File: src/rtl/pipe_ctrl_pkg.sv
// Shared field layout for the FETCH->EXEC->MEM->WB control registers.
// A bubble is the all-zero word in every layout below.
package pipe_ctrl_pkg;

    localparam int DEF_REG_ADDR_W = 5;
    localparam int DEF_INSTRET_W  = 32;

    // Early stages (FETCH, EXEC) carry {rs2, rs1, rd, mem2reg, reg_write, valid}.
    localparam int VALID_BIT = 0;
    localparam int RW_BIT    = 1;
    localparam int M2R_BIT   = 2;
    localparam int CTL_BITS  = 3;

    // Late stages (MEM, WB) only need {rd, reg_write, valid}.
    localparam int LATE_RD_LSB = 2;

    function automatic int pipe_ctl_w(input int aw);
        return CTL_BITS + 3 * aw;
    endfunction

    function automatic int late_ctl_w(input int aw);
        return LATE_RD_LSB + aw;
    endfunction

endpackage

File: src/rtl/pipe_ctrl_pipe_reg.sv
// One pipeline control register: flush beats stall beats load.
// Reset and flush both leave a bubble (all zeros).
module pipe_reg #(
    parameter int W = 8
) (
    input  logic         clk,
    input  logic         rst,
    input  logic         stall,
    input  logic         flush,
    input  logic [W-1:0] d,
    output logic [W-1:0] q
);

    always_ff @(posedge clk or posedge rst) begin
        if (rst) begin
            q <= '0;
        end else if (flush) begin
            q <= '0;
        end else if (!stall) begin
            q <= d;
        end
    end

endmodule

File: src/rtl/pipe_ctrl.sv
// Per-stage control state for the 4-stage pipeline, driven by the Hazard unit's
// stall/flush requests; reports back the fields Hazard needs and counts retirements.
module pipe_ctrl
    import pipe_ctrl_pkg::*;
#(
    parameter int REG_ADDR_W = DEF_REG_ADDR_W,
    parameter int INSTRET_W  = DEF_INSTRET_W
) (
    input  logic                  clk,
    input  logic                  rst,
    input  logic                  IF_valid,
    input  logic [REG_ADDR_W-1:0] IF_rs1,
    input  logic [REG_ADDR_W-1:0] IF_rs2,
    input  logic [REG_ADDR_W-1:0] IF_rd,
    input  logic                  IF_reg_write,
    input  logic                  IF_mem2reg,
    input  logic                  FETCH_stall,
    input  logic                  EXEC_stall,
    input  logic                  EXEC_flush,
    input  logic                  MEM_flush,
    output logic                  FETCH_valid,
    output logic [REG_ADDR_W-1:0] FETCH_rs1,
    output logic [REG_ADDR_W-1:0] FETCH_rs2,
    output logic [REG_ADDR_W-1:0] EXEC_rs1,
    output logic [REG_ADDR_W-1:0] EXEC_rs2,
    output logic [REG_ADDR_W-1:0] EXEC_rd,
    output logic                  EXEC_mem2reg,
    output logic                  MEM_valid,
    output logic [REG_ADDR_W-1:0] MEM_rd,
    output logic [REG_ADDR_W-1:0] WB_rd,
    output logic                  MEM_rd_reg_write,
    output logic                  WB_rd_reg_write,
    output logic [INSTRET_W-1:0]  instret,
    output logic                  stall_err
);

    localparam int EW      = pipe_ctl_w(REG_ADDR_W);
    localparam int LW      = late_ctl_w(REG_ADDR_W);
    localparam int RD_LSB  = CTL_BITS;
    localparam int RS1_LSB = CTL_BITS + REG_ADDR_W;
    localparam int RS2_LSB = CTL_BITS + 2 * REG_ADDR_W;
    localparam logic [INSTRET_W-1:0] INSTRET_INC = {{(INSTRET_W-1){1'b0}}, 1'b1};

    logic [EW-1:0] fetch_d;
    logic [EW-1:0] fetch_q;
    logic [EW-1:0] exec_q;
    logic [LW-1:0] mem_d;
    logic [LW-1:0] mem_q;
    logic [LW-1:0] wb_q;
    logic          mem_kill;

    // x0 is never a real destination, so its write-enable dies at capture.
    always_comb begin
        fetch_d = '0;
        if (IF_valid) begin
            fetch_d[VALID_BIT]                = 1'b1;
            fetch_d[RW_BIT]                   = IF_reg_write & (IF_rd != '0);
            fetch_d[M2R_BIT]                  = IF_mem2reg;
            fetch_d[RD_LSB  +: REG_ADDR_W]    = IF_rd;
            fetch_d[RS1_LSB +: REG_ADDR_W]    = IF_rs1;
            fetch_d[RS2_LSB +: REG_ADDR_W]    = IF_rs2;
        end
    end

    pipe_reg #(.W(EW)) u_fetch (
        .clk   (clk),
        .rst   (rst),
        .stall (FETCH_stall),
        .flush (1'b0),
        .d     (fetch_d),
        .q     (fetch_q)
    );

    pipe_reg #(.W(EW)) u_exec (
        .clk   (clk),
        .rst   (rst),
        .stall (EXEC_stall),
        .flush (EXEC_flush),
        .d     (fetch_q),
        .q     (exec_q)
    );

    // A held EXEC instr must not also advance, so MEM takes a bubble on EXEC_stall.
    assign mem_kill = MEM_flush | EXEC_stall;
    assign mem_d    = {exec_q[RD_LSB +: REG_ADDR_W], exec_q[RW_BIT], exec_q[VALID_BIT]};

    pipe_reg #(.W(LW)) u_mem (
        .clk   (clk),
        .rst   (rst),
        .stall (1'b0),
        .flush (mem_kill),
        .d     (mem_d),
        .q     (mem_q)
    );

    pipe_reg #(.W(LW)) u_wb (
        .clk   (clk),
        .rst   (rst),
        .stall (1'b0),
        .flush (1'b0),
        .d     (mem_q),
        .q     (wb_q)
    );

    always_ff @(posedge clk or posedge rst) begin
        if (rst) begin
            instret <= '0;
        end else if (wb_q[VALID_BIT]) begin
            instret <= instret + INSTRET_INC;
        end
    end

    // EXEC holding while FETCH moves on loses an instruction; remember it until reset.
    always_ff @(posedge clk or posedge rst) begin
        if (rst) begin
            stall_err <= 1'b0;
        end else if (EXEC_stall && !FETCH_stall) begin
            stall_err <= 1'b1;
        end
    end

    assign FETCH_valid      = fetch_q[VALID_BIT];
    assign FETCH_rs1        = fetch_q[RS1_LSB +: REG_ADDR_W];
    assign FETCH_rs2        = fetch_q[RS2_LSB +: REG_ADDR_W];
    assign EXEC_rs1         = exec_q[RS1_LSB +: REG_ADDR_W];
    assign EXEC_rs2         = exec_q[RS2_LSB +: REG_ADDR_W];
    assign EXEC_rd          = exec_q[RD_LSB +: REG_ADDR_W];
    assign EXEC_mem2reg     = exec_q[VALID_BIT] & exec_q[M2R_BIT];
    assign MEM_valid        = mem_q[VALID_BIT];
    assign MEM_rd           = mem_q[LATE_RD_LSB +: REG_ADDR_W];
    assign MEM_rd_reg_write = mem_q[VALID_BIT] & mem_q[RW_BIT];
    assign WB_rd            = wb_q[LATE_RD_LSB +: REG_ADDR_W];
    assign WB_rd_reg_write  = wb_q[VALID_BIT] & wb_q[RW_BIT];

endmodule

File: config.mk
export PLATFORM = sky130hd
export DESIGN_NAME = pipe_ctrl
export DESIGN_NICKNAME = d
export VERILOG_FILES = /design/src/rtl/pipe_ctrl_pkg.sv /design/src/rtl/pipe_ctrl_pipe_reg.sv /design/src/rtl/pipe_ctrl.sv
export SDC_FILE = /design/constraint.sdc
export NUM_CORES = 1
export LEC_CHECK = 0
export ABC_CLOCK_PERIOD_IN_PS = 1900
export BUFFER_PORTS_ARGS = -buffer_cell sky130_fd_sc_hd__buf_2
export CAP_MARGIN = 10
export CORE_MARGIN = 3
export CORE_UTILIZATION = 53
export DETAILED_ROUTE_END_ITERATION = 6
export PLACE_DENSITY = 0.8
export REMOVE_ABC_BUFFERS = 1
export SLEW_MARGIN = 30
export SYNTH_ARGS = -nofsm -noshare
export SYNTH_HDL_FRONTEND = slang
export SYNTH_HIERARCHICAL = 1
export SYNTH_SLANG_ARGS = --single-unit
export TNS_END_PERCENT = 1
File: constraint.sdc
create_clock -name clk -period 1.9 [get_ports clk]
set_input_delay 0.19 -clock clk [delete_from_list [all_inputs] [get_ports clk]]
set_output_delay 0.19 -clock clk [all_outputs]
set_load 0.05 [all_outputs]
==> impl_metrics.json, run 1 <==
{
  "startpoint_type": "flip-flop",
  "period_needed_ps": 1850,
  "cp_top_family": "simple AND/OR/NAND/NOR gates",
  "clock_path_buffers": 2,
  "cts_sinks": 83,
  "drt_iter0_markers": 116,
  "wl_per_cell_um": 14.8,
  "dp_cells": 525,
  "path_class": "reg -> reg",
  "slew_headroom_pct": 51.5,
  "fmax_mhz": 540,
  "cp.required_ps": 2150,
  "path_cells": "nand4_2 -> or4_4 -> nor4_2 -> xor2_1",
  "tightest_slew_ps": 727,
  "fin_crit_sh_pct": 97.4,
  "grt_max_degree": 34,
  "crit_path_top_delay_cell": "or4_4",
  "leakage_uw": 0.00256,
  "vias_per_cell": 5.04,
  "setup_viol_count_final": 0,
  "reg2reg_depth": 4,
  "antenna_cells": 0,
  "yosysWarnings": 6,
  "die_h_um": 90.7,
  "clock_latency_ps": 340,
  "dieArea_sq_um": 8230,
  "critical_path.max_stage_delay_ps": 670,
  "finalNonFillerCells": 542,
  "cts-root-buf": "clkbuf_8",
  "htreeDepth": 3,
  "numCtsBuffers": 9,
  "gr-usage-all-layers_pct": 20.8,
  "status": "finished, final reports clean",
  "area_delta_synth_final_pct": 22.4,
  "drt_drc_violations_left": 0,
  "io_buffer_count": 96,
  "total_power_uw": 3530,
  "num_vias": 2729,
  "cp-startpoint": "instret[7]",
  "reg2reg_to": "instret[22]",
  "ys_seq_elements": 83,
  "routed_wl_mm": 8.01,
  "ff2ff_setup_slack_ps": 50,
  "pwr_density_cell_nw_per_um2": 759,
  "antenna_found_initial": 0,
  "path_clk_slew_ps": 80,
  "cap_violations": 0,
  "synth_cell_type_count": 31,
  "setup_tns_ps": 0,
  "path_max_fanout": 12,
  "multi_input_area_sq_um": 1600,
  "fp.dieW_um": 90.7,
  "cp.depth": 4,
  "grt_pass1_wl_mm": 13.7,
  "ios": 97,
  "seq_area_sq_um": 2080,
  "rr_startpoint": "instret[7]",
  "drtPass1Iterations": 4,
  "cts_tree": "built",
  "synth_area_per_cell_sq_um": 11.7,
  "arrival_ps": 2100,
  "gp_congestion": 0.845,
  "endpoint_kind": "flip-flop",
  "final_hold_viol_count": 0,
  "crit_end": "instret[22]",
  "dp_hpwl_mm": 5.86,
  "rsz0062_at_grt": "yes",
  "ir_drop_mv": 0.391,
  "synthCells": 325,
  "drive_above_1_share_pct": 31.4,
  "grt_pass1_vias": 2804,
  "fin_skew_ps": 10.4,
  "rows": 30,
  "hold_class": "in -> reg",
  "core_area_sq_um": 6870,
  "start_util_pct": 55.4,
  "synth-seq-area-share_pct": 54.6,
  "overflow": 0,
  "num-nets-final": 466,
  "fillers": 545,
  "syn_area_sq_um": 3800,
  "ant_nets": 0,
  "crit_buf_inv": 0,
  "drv_slew": 0
}
[worst register-to-register path, cell delays in order (launching register included)]
cell and delay, ps:
dfrtp_1 410, nand4_2 160, or4_4 670, nor4_2 310
xor2_1 220
[stage by stage]
| stage | setup slack [ps] | hold WS, ps | util (%) | cell area, sq um |
|---|---|---|---|---|
| 5_1_grt | -37.9 | 175 | 67.8 | 4660 |
| 4_1_cts | 38.8 | 158 | 67.7 | 4650 |
| 6_report | 49.5 | 176 | 67.8 | 4660 |
| 2_1_floorplan | -261 | -6.60 | - | 3710 |
| 3_5_place_dp | 57.9 | 167 | 64.1 | 4400 |
| 3_3_place_gp | 164 | 170 | 64.1 | 4400 |
[kinds of logic (layout without fill, tap and decap cells)]
kind of cell	after synthesis	in the layout	synth area share, %
and+or+nand+nor	131	131	19.5
DFF	83	83	54.6
muxes	51	51	13.5
xor gates and xnor gates	31	31	7.14
buffers and inverters	25	137	4.44
AOI/OAI and AO/OA	2	2	0.461
adders and majority gates	1	1	0.329
other	1	10	0.0986
[area by class of cell]
cell class / count / share of cell area [%]
Sequential cell: 83 / 44.6
Tap cell: 96 / 2.58
Inverter: 12 / 0.967
Clock inverter: 5 / 1.83
Multi-Input combinational cell: 226 / 34.3
Clock buffer: 11 / 3.25
Timing Repair Buffer: 109 / 12.5
[sequential cells by signal, indices dropped and copies added (netlist names)]
name,count
instret,32
u_exec/q,18
u_fetch/q,18
u_mem/q,7
u_wb/q,7
stall_err,1
[synthesized netlist by cell type]
cell	count	share of area, %
buf_2	2	0.26
inv_1	12	1.2
nor4_1	4	0.66
clkbuf_2	2	0.26
buf_12	2	1.1
xnor2_1	20	4.6
and4_1	3	0.69
ha_1	1	0.33
or3_1	2	0.33
or4_4	1	0.30
nand3b_1	1	0.20
nor2_1	55	5.4
conb_1	1	0.099
nand4_1	11	1.8
dfrtp_1	83	55
clkbuf_1	2	0.20
or2_2	2	0.33
nor3_2	4	1.1
nor4_4	3	1.7
nor4_2	2	0.66
nand3_1	9	1.2
nand4_2	2	0.66
and2_1	19	3.1
buf_6	5	1.5
xor2_1	11	2.5
mux2_2	1	0.30
nand2_1	10	0.99
o311a_1	1	0.26
mux2i_1	50	13
a21o_1	1	0.20
nor3_1	3	0.39
[worst min path at each step]
stage | start | end | slack (ps) | depth (start not counted)
finish | MEM_flush | u_mem/q[4] | 180 | 3
global route | MEM_flush | u_mem/q[1] | 170 | 3
CTS | MEM_flush | u_mem/q[4] | 160 | 3
detailed placement | rst | u_mem/q[0] | 170 | 2
global placement | rst | u_mem/q[0] | 170 | 2
floorplan | rst | u_mem/q[0] | -7 | 1
[routing by layer]
layer	vias to the layer above	routed length, um	part of all wire, %	GRT usage (%)
met4	0	93	1.2	6.76
li1	1323	-	-	-
met3	9	490	6.1	4.75
met1	1316	3630	45	28.1
met5	-	0	0	0
met2	81	3800	47	33.3
[where the power goes]
part	leakage, uW	switching [uW]	internal, uW
sequential	0.00115	21.6	1790
clock	0.000116	628	817
combinational	0.00130	190	85.1
[cell usage in the layout, fill, tap and decap left out, types with 2 or more instances in the layout]
| cell | count |
|---|---|
| and2_1 | 19 |
| and4_1 | 3 |
| buf_2 | 96 |
| buf_4 | 12 |
| bufinv_16 | 2 |
| clkbuf_8 | 11 |
| clkinv_4 | 2 |
| conb_1 | 10 |
| dfrtp_1 | 83 |
| inv_1 | 12 |
| mux2i_1 | 50 |
| nand2_1 | 10 |
| nand3_1 | 9 |
| nand4_1 | 11 |
| nand4_2 | 2 |
| nor2_1 | 55 |
| nor3_1 | 3 |
| nor3_2 | 4 |
| nor4_1 | 3 |
| nor4_2 | 3 |
| nor4_4 | 3 |
| or2_2 | 2 |
| or3_1 | 2 |
| xnor2_1 | 20 |
| xor2_1 | 11 |
[what timing repair did]
action | 4_1_cts | 5_1_grt
hold buffers | 1 | 0
endpoints found under the setup margin | 0 | 2
buffers inserted | 0 | 0
gates resized for setup | 0 | 1
endpoints found under the hold margin | 52 | 0
(Power assumes the default switching activity.)
==> run 2: changes to the inputs <==
ABC_AREA = 1   (was default)
PLACE_DENSITY = 0.79   (was 0.8)
==> impl_metrics.json, run 2 <==
{
  "io_buffer_count": 96,
  "worst_path_most_repeated_cell": "nand2_2",
  "num_vias": 3369,
  "drtPass1Iterations": 4,
  "cp.required_ps": 2140,
  "rsz0062_at_grt": "no",
  "ios": 97,
  "critical_path.max_stage_delay_ps": 440,
  "fin_skew_ps": 9.33,
  "setup_tns_ps": 0,
  "crit_buf_inv": 0,
  "antenna_found_initial": 0,
  "status": "finished, final reports clean",
  "drv_slew": 0,
  "yosysTopAreaCell": "dfrtp_1",
  "drt_drc_violations_left": 0,
  "hold_class": "in -> reg",
  "clock_path_buffers": 2,
  "grt_max_degree": 34,
  "syn_area_sq_um": 4080,
  "final_hold_viol_count": 0,
  "gr-usage-all-layers_pct": 21.6,
  "hold_depth": 5,
  "num-nets-final": 616,
  "yosys-top-cells-count": "nand2_1, dfrtp_1, nand3_1",
  "cts_sinks": 83,
  "largest_reg_flops": 32,
  "yosysMostFrequentCell": "nand2_1",
  "drt_iter0_markers": 134,
  "setup_viol_count_final": 0,
  "cts_hold_buf": 1,
  "fillers": 617,
  "cp_top_family": "simple AND/OR/NAND/NOR gates",
  "arrival_ps": 1800,
  "post_cts_buffers": 0,
  "synth_edf_count": 0,
  "cts-root-buf": "clkbuf_8",
  "numCtsBuffers": 9,
  "period_needed_ps": 1550,
  "startpoint_type": "flip-flop",
  "overflow": 0,
  "final_cell_mix": "nand2_1, buf_2, dfrtp_1",
  "yosys-top-cells-area": "dfrtp_1, nand2_1, nand3_1",
  "reg2reg_depth": 8,
  "grt_pass1_vias": 3342,
  "path_max_fanout": 6,
  "reg.largest.list": "instret x32, u_exec/q x18, u_fetch/q x18",
  "endpoint_kind": "flip-flop",
  "routed_wl_mm": 8.90,
  "tightest_slew_ps": 728,
  "start_util_pct": 55.3,
  "slew_headroom_pct": 51.4,
  "largest-register": "instret",
  "pwr_density_cell_nw_per_um2": 746,
  "ys_seq_elements": 83,
  "synth_cell_type_count": 26,
  "path_cells": "ha_1 -> nand2_2 -> nor2_4 -> nand2_4 -> nor2_8 -> nand2_2 -> o21ai_1 -> nand2_1",
  "yosysTopAreaCellShare_pct": 50.9,
  "leakage_uw": 0.00304,
  "cp.depth": 8,
  "fin_crit_sh_pct": 81.8,
  "synth_top_flop_cell": "dfrtp_1",
  "wl_per_cell_um": 12.8,
  "path_clk_slew_ps": 90,
  "rows": 31,
  "cts_resized": 0,
  "yosysWarnings": 6,
  "area_delta_synth_final_pct": 19.1,
  "htreeDepth": 3,
  "ir_drop_mv": 0.451,
  "die_h_um": 93.7,
  "dp_hpwl_mm": 6.52,
  "gp_congestion": 0.834,
  "drive_above_1_share_pct": 23.7,
  "vias_per_cell": 4.84,
  "total_power_uw": 3630,
  "grt_pass1_wl_mm": 15.1,
  "cts_tree": "built",
  "hold_ws_ps": 116,
  "final_common_cell": "nand2_1",
  "dieArea_sq_um": 8780,
  "synth-seq-area-share_pct": 50.9,
  "fp.dieW_um": 93.7,
  "cap_violations": 0,
  "synthCells": 489,
  "path_class": "reg -> reg",
  "clock_latency_ps": 350,
  "core_area_sq_um": 7370,
  "ant_nets": 0,
  "synth-async-reset-ratio_pct": 100,
  "fmax_mhz": 643,
  "crit_path_top_delay_cell": "dfrtp_1",
  "synth_area_per_cell_sq_um": 8.34
}
[run 2: cell count changes after synthesis, moves of 6 or more]
| cell | before | now |
|---|---|---|
| nor2_8 | 0 | 6 |
| nand3_1 | 9 | 62 |
| and2_1 | 19 | 0 |
| mux2i_1 | 50 | 0 |
| nor2_1 | 55 | 29 |
| nand2_1 | 10 | 178 |
| xnor2_1 | 20 | 12 |
| inv_1 | 12 | 59 |
[run 2: report_power, final]
part           switching [uW]  leakage, uW  internal [uW]
logic                     210      0.00178           62.8
registers                21.0      0.00115           1790
clock network             629     0.000123            911
total                     860      0.00304           2760
[run 2: worst paths after layout]
check                             startpoint             to  slack (ps)
min in group asynchronous                rst     u_mem/q[4]         390
worst max register to register    instret[0]    instret[28]         350
worst min register to register  u_fetch/q[7]    u_exec/q[7]         480
worst min-delay path               IF_rs2[3]  u_fetch/q[16]         120
worst max-delay path              instret[0]    instret[28]         350
max in group asynchronous                rst   u_exec/q[12]         850
[run 2: cells by family (layout without fill, tap and decap cells)]
family / after synthesis / in the layout / share of synthesized area, %
mux: 1 / 1 / 0.276
flops: 83 / 83 / 50.9
fa+ha+maj: 1 / 1 / 0.307
simple gates: 305 / 305 / 35.1
buf+inv: 75 / 177 / 8.56
compound gates: 3 / 3 / 0.430
xor+xnor: 20 / 20 / 4.29
other cells: 1 / 7 / 0.0919
[run 2: cell type report]
class | instances | area (sq um) | area share (%)
inverter | 63 | 236 | 4.87
sequential | 83 | 2080 | 42.8
clock inverter | 6 | 111 | 2.29
clock buffer | 10 | 138 | 2.83
timing repair buffer | 98 | 498 | 10.2
antenna | 1 | 2.50 | 0.0515
multi-input combinational | 336 | 1670 | 34.4
tap | 99 | 124 | 2.55
[run 2: metrics by stage]
stage	instances	instance area, sq um	worst slack [ps]	util [%]
detailed placement	678	4600	338	62.4
floorplan	482	3990	180	-
global placement	678	4600	481	62.4
finish	696	4860	345	65.9
CTS	695	4860	342	65.9
global route	695	4860	231	65.9
[run 2: routing by layer]
layer,track usage [%],part of all wire (%),vias to the layer above
met1,26.6,43,1561
met3,4.97,4.9,12
li1,-,-,1712
met4,8.54,1.8,0
met5,0,0,-
met2,36.7,51,84
[run 2: worst register-to-register path, delay by kind of cell, from the launching register on]
kind                     cells  cell delay (ps)
AND/OR/NAND/NOR              6              670
flip-flops                   1              440
adder cells (fa/ha/maj)      1              200
AO/OA/AOI/OAI                1              150
==> run 3: changes to the inputs <==
ABC_CLOCK_PERIOD_IN_PS = 1500   (was 1900)
clock period = 1.5 ns   (was 1.9 ns; I/O delays follow)
==> impl_metrics.json, run 3 (synthesized netlist as in run 2, its figures left out) <==
{
  "final_hold_viol_count": 0,
  "wl_per_cell_um": 12.8,
  "fin_util_pct": 66.0,
  "ant_nets": 0,
  "drive_above_1_share_pct": 25.0,
  "status": "finished, final reports clean",
  "die_h_um": 93.7,
  "cp.required_ps": 1740,
  "dp_hpwl_mm": 6.69,
  "numCtsBuffers": 9,
  "ir_drop_mv": 0.460,
  "cts-root-buf": "clkbuf_8",
  "core_area_sq_um": 7370,
  "hold_ws_ps": 68.8,
  "fillers": 638,
  "path_max_fanout": 7,
  "hp-start": "IF_rs2[3]",
  "num-nets-final": 623,
  "path_class": "reg -> reg",
  "path_clk_slew_ps": 90,
  "gr-usage-all-layers_pct": 21.9,
  "final_cell_mix": "nand2_1, buf_2, dfrtp_1",
  "largest-register": "instret",
  "finalNonFillerCells": 702,
  "leakage_uw": 0.00304,
  "io_buffer_count": 96,
  "hold_depth": 5,
  "worstHoldEndpoint": "u_fetch/q[16]",
  "htreeDepth": 3,
  "grt_max_degree": 34,
  "ios": 97,
  "ff2ff_setup_slack_ps": 80,
  "vias_per_cell": 4.86,
  "drt_iter0_markers": 127,
  "fmax_mhz": 703,
  "antenna_found_initial": 0,
  "drt_drc_violations_left": 0,
  "drtPass1Iterations": 4,
  "rsz0062_at_grt": "yes",
  "reg.largest.list": "instret x32, u_exec/q x18, u_fetch/q x18",
  "gp_congestion": 0.904,
  "area_delta_synth_final_pct": 19.3,
  "pwr_density_cell_nw_per_um2": 867,
  "arrival_ps": 1670,
  "overflow": 0,
  "total_power_uw": 4220,
  "drv_slew": 0,
  "grt_pass1_wl_mm": 15.2,
  "grt_pass1_vias": 3299,
  "hold_class": "in -> reg",
  "cts_tree": "built",
  "cts_sinks": 83,
  "startpoint_type": "flip-flop",
  "fp.dieW_um": 93.7,
  "largest_reg_flops": 32,
  "setup_tns_ps": 0,
  "cap_violations": 0,
  "endpoint_kind": "flip-flop",
  "antenna_cells": 0,
  "fin_crit_sh_pct": 94.8,
  "clock_latency_ps": 350,
  "routed_wl_mm": 8.97,
  "dieArea_sq_um": 8780,
  "start_util_pct": 55.3,
  "clock_path_buffers": 2,
  "fin_skew_ps": 8.19,
  "num_vias": 3411,
  "final_common_cell": "nand2_1",
  "rows": 31,
  "reg2reg_to": "instret[27]",
  "dp_cells": 685,
  "rr_startpoint": "instret[2]",
  "period_needed_ps": 1420,
  "setup_viol_count_final": 0,
  "reg2reg_depth": 7
}
==> run 3: cell type report <==
class	count	area (sq um)	share of cell area, %
timing repair buffer	105	551	11.3
clock buffer	10	128	2.62
multi-input combinational	336	1680	34.6
sequential	83	2080	42.7
clock inverter	6	66.3	1.36
inverter	63	236	4.86
tap	99	124	2.54
==> run 3: worst max-delay path by stage <==
stage | startpoint | end | slack [ps] | cells after the start
2_1_floorplan | instret[0] | instret[28] | -220 | 8
3_3_place_gp | instret[8] | instret[27] | 130 | 7
3_5_place_dp | instret[8] | instret[27] | 40 | 7
4_1_cts | u_wb/q[0] | WB_rd_reg_write | 10 | 4
5_1_grt | instret[1] | instret[28] | -60 | 8
6_report | instret[2] | instret[27] | 80 | 7
==> run 3: report_power, final <==
| part | internal [uW] | switching [uW] | total (uW) |
|---|---|---|---|
| Combinational | 90.8 | 271 | 362 |
| Sequential | 2270 | 23.7 | 2290 |
| Clock | 769 | 795 | 1560 |
| Total | 3130 | 1090 | 4220 |
==> run 3: per-layer routing <==
layer  global-route usage, %  routed length (um)  up-vias
li1                        -                   -     1720
met1                    27.1                3860     1587
met2                    36.7                4470       89
met3                    5.45                 486       15
met4                    8.42                 153        0
met5                       0                   0        -
==> run 3: worst max-delay path, cell delays in order, from the launching register on <==
cell,delay [ps]
dfrtp_1,430
nand2_1,170
nor2_4,190
nand2_4,110
nor2_8,160
nand2_4,70
o21ai_1,130
nand2_1,60
==> run 3: per-stage QoR <==
step,setup WS (ps),instance area (sq um)
after floorplan,-220,3990
after global placement,131,4650
after detailed placement,42.8,4650
after CTS,11.1,4850
after global routing,-58.9,4870
final,78.0,4870
==> run 3: repair_timing <==
action / 4_1_cts / 5_1_grt
endpoints found under the hold margin: 75 / 0
setup buffers: 0 / 0
resized for setup: 0 / 5
hold buffers: 1 / 0
endpoints found under the setup margin: 0 / 12
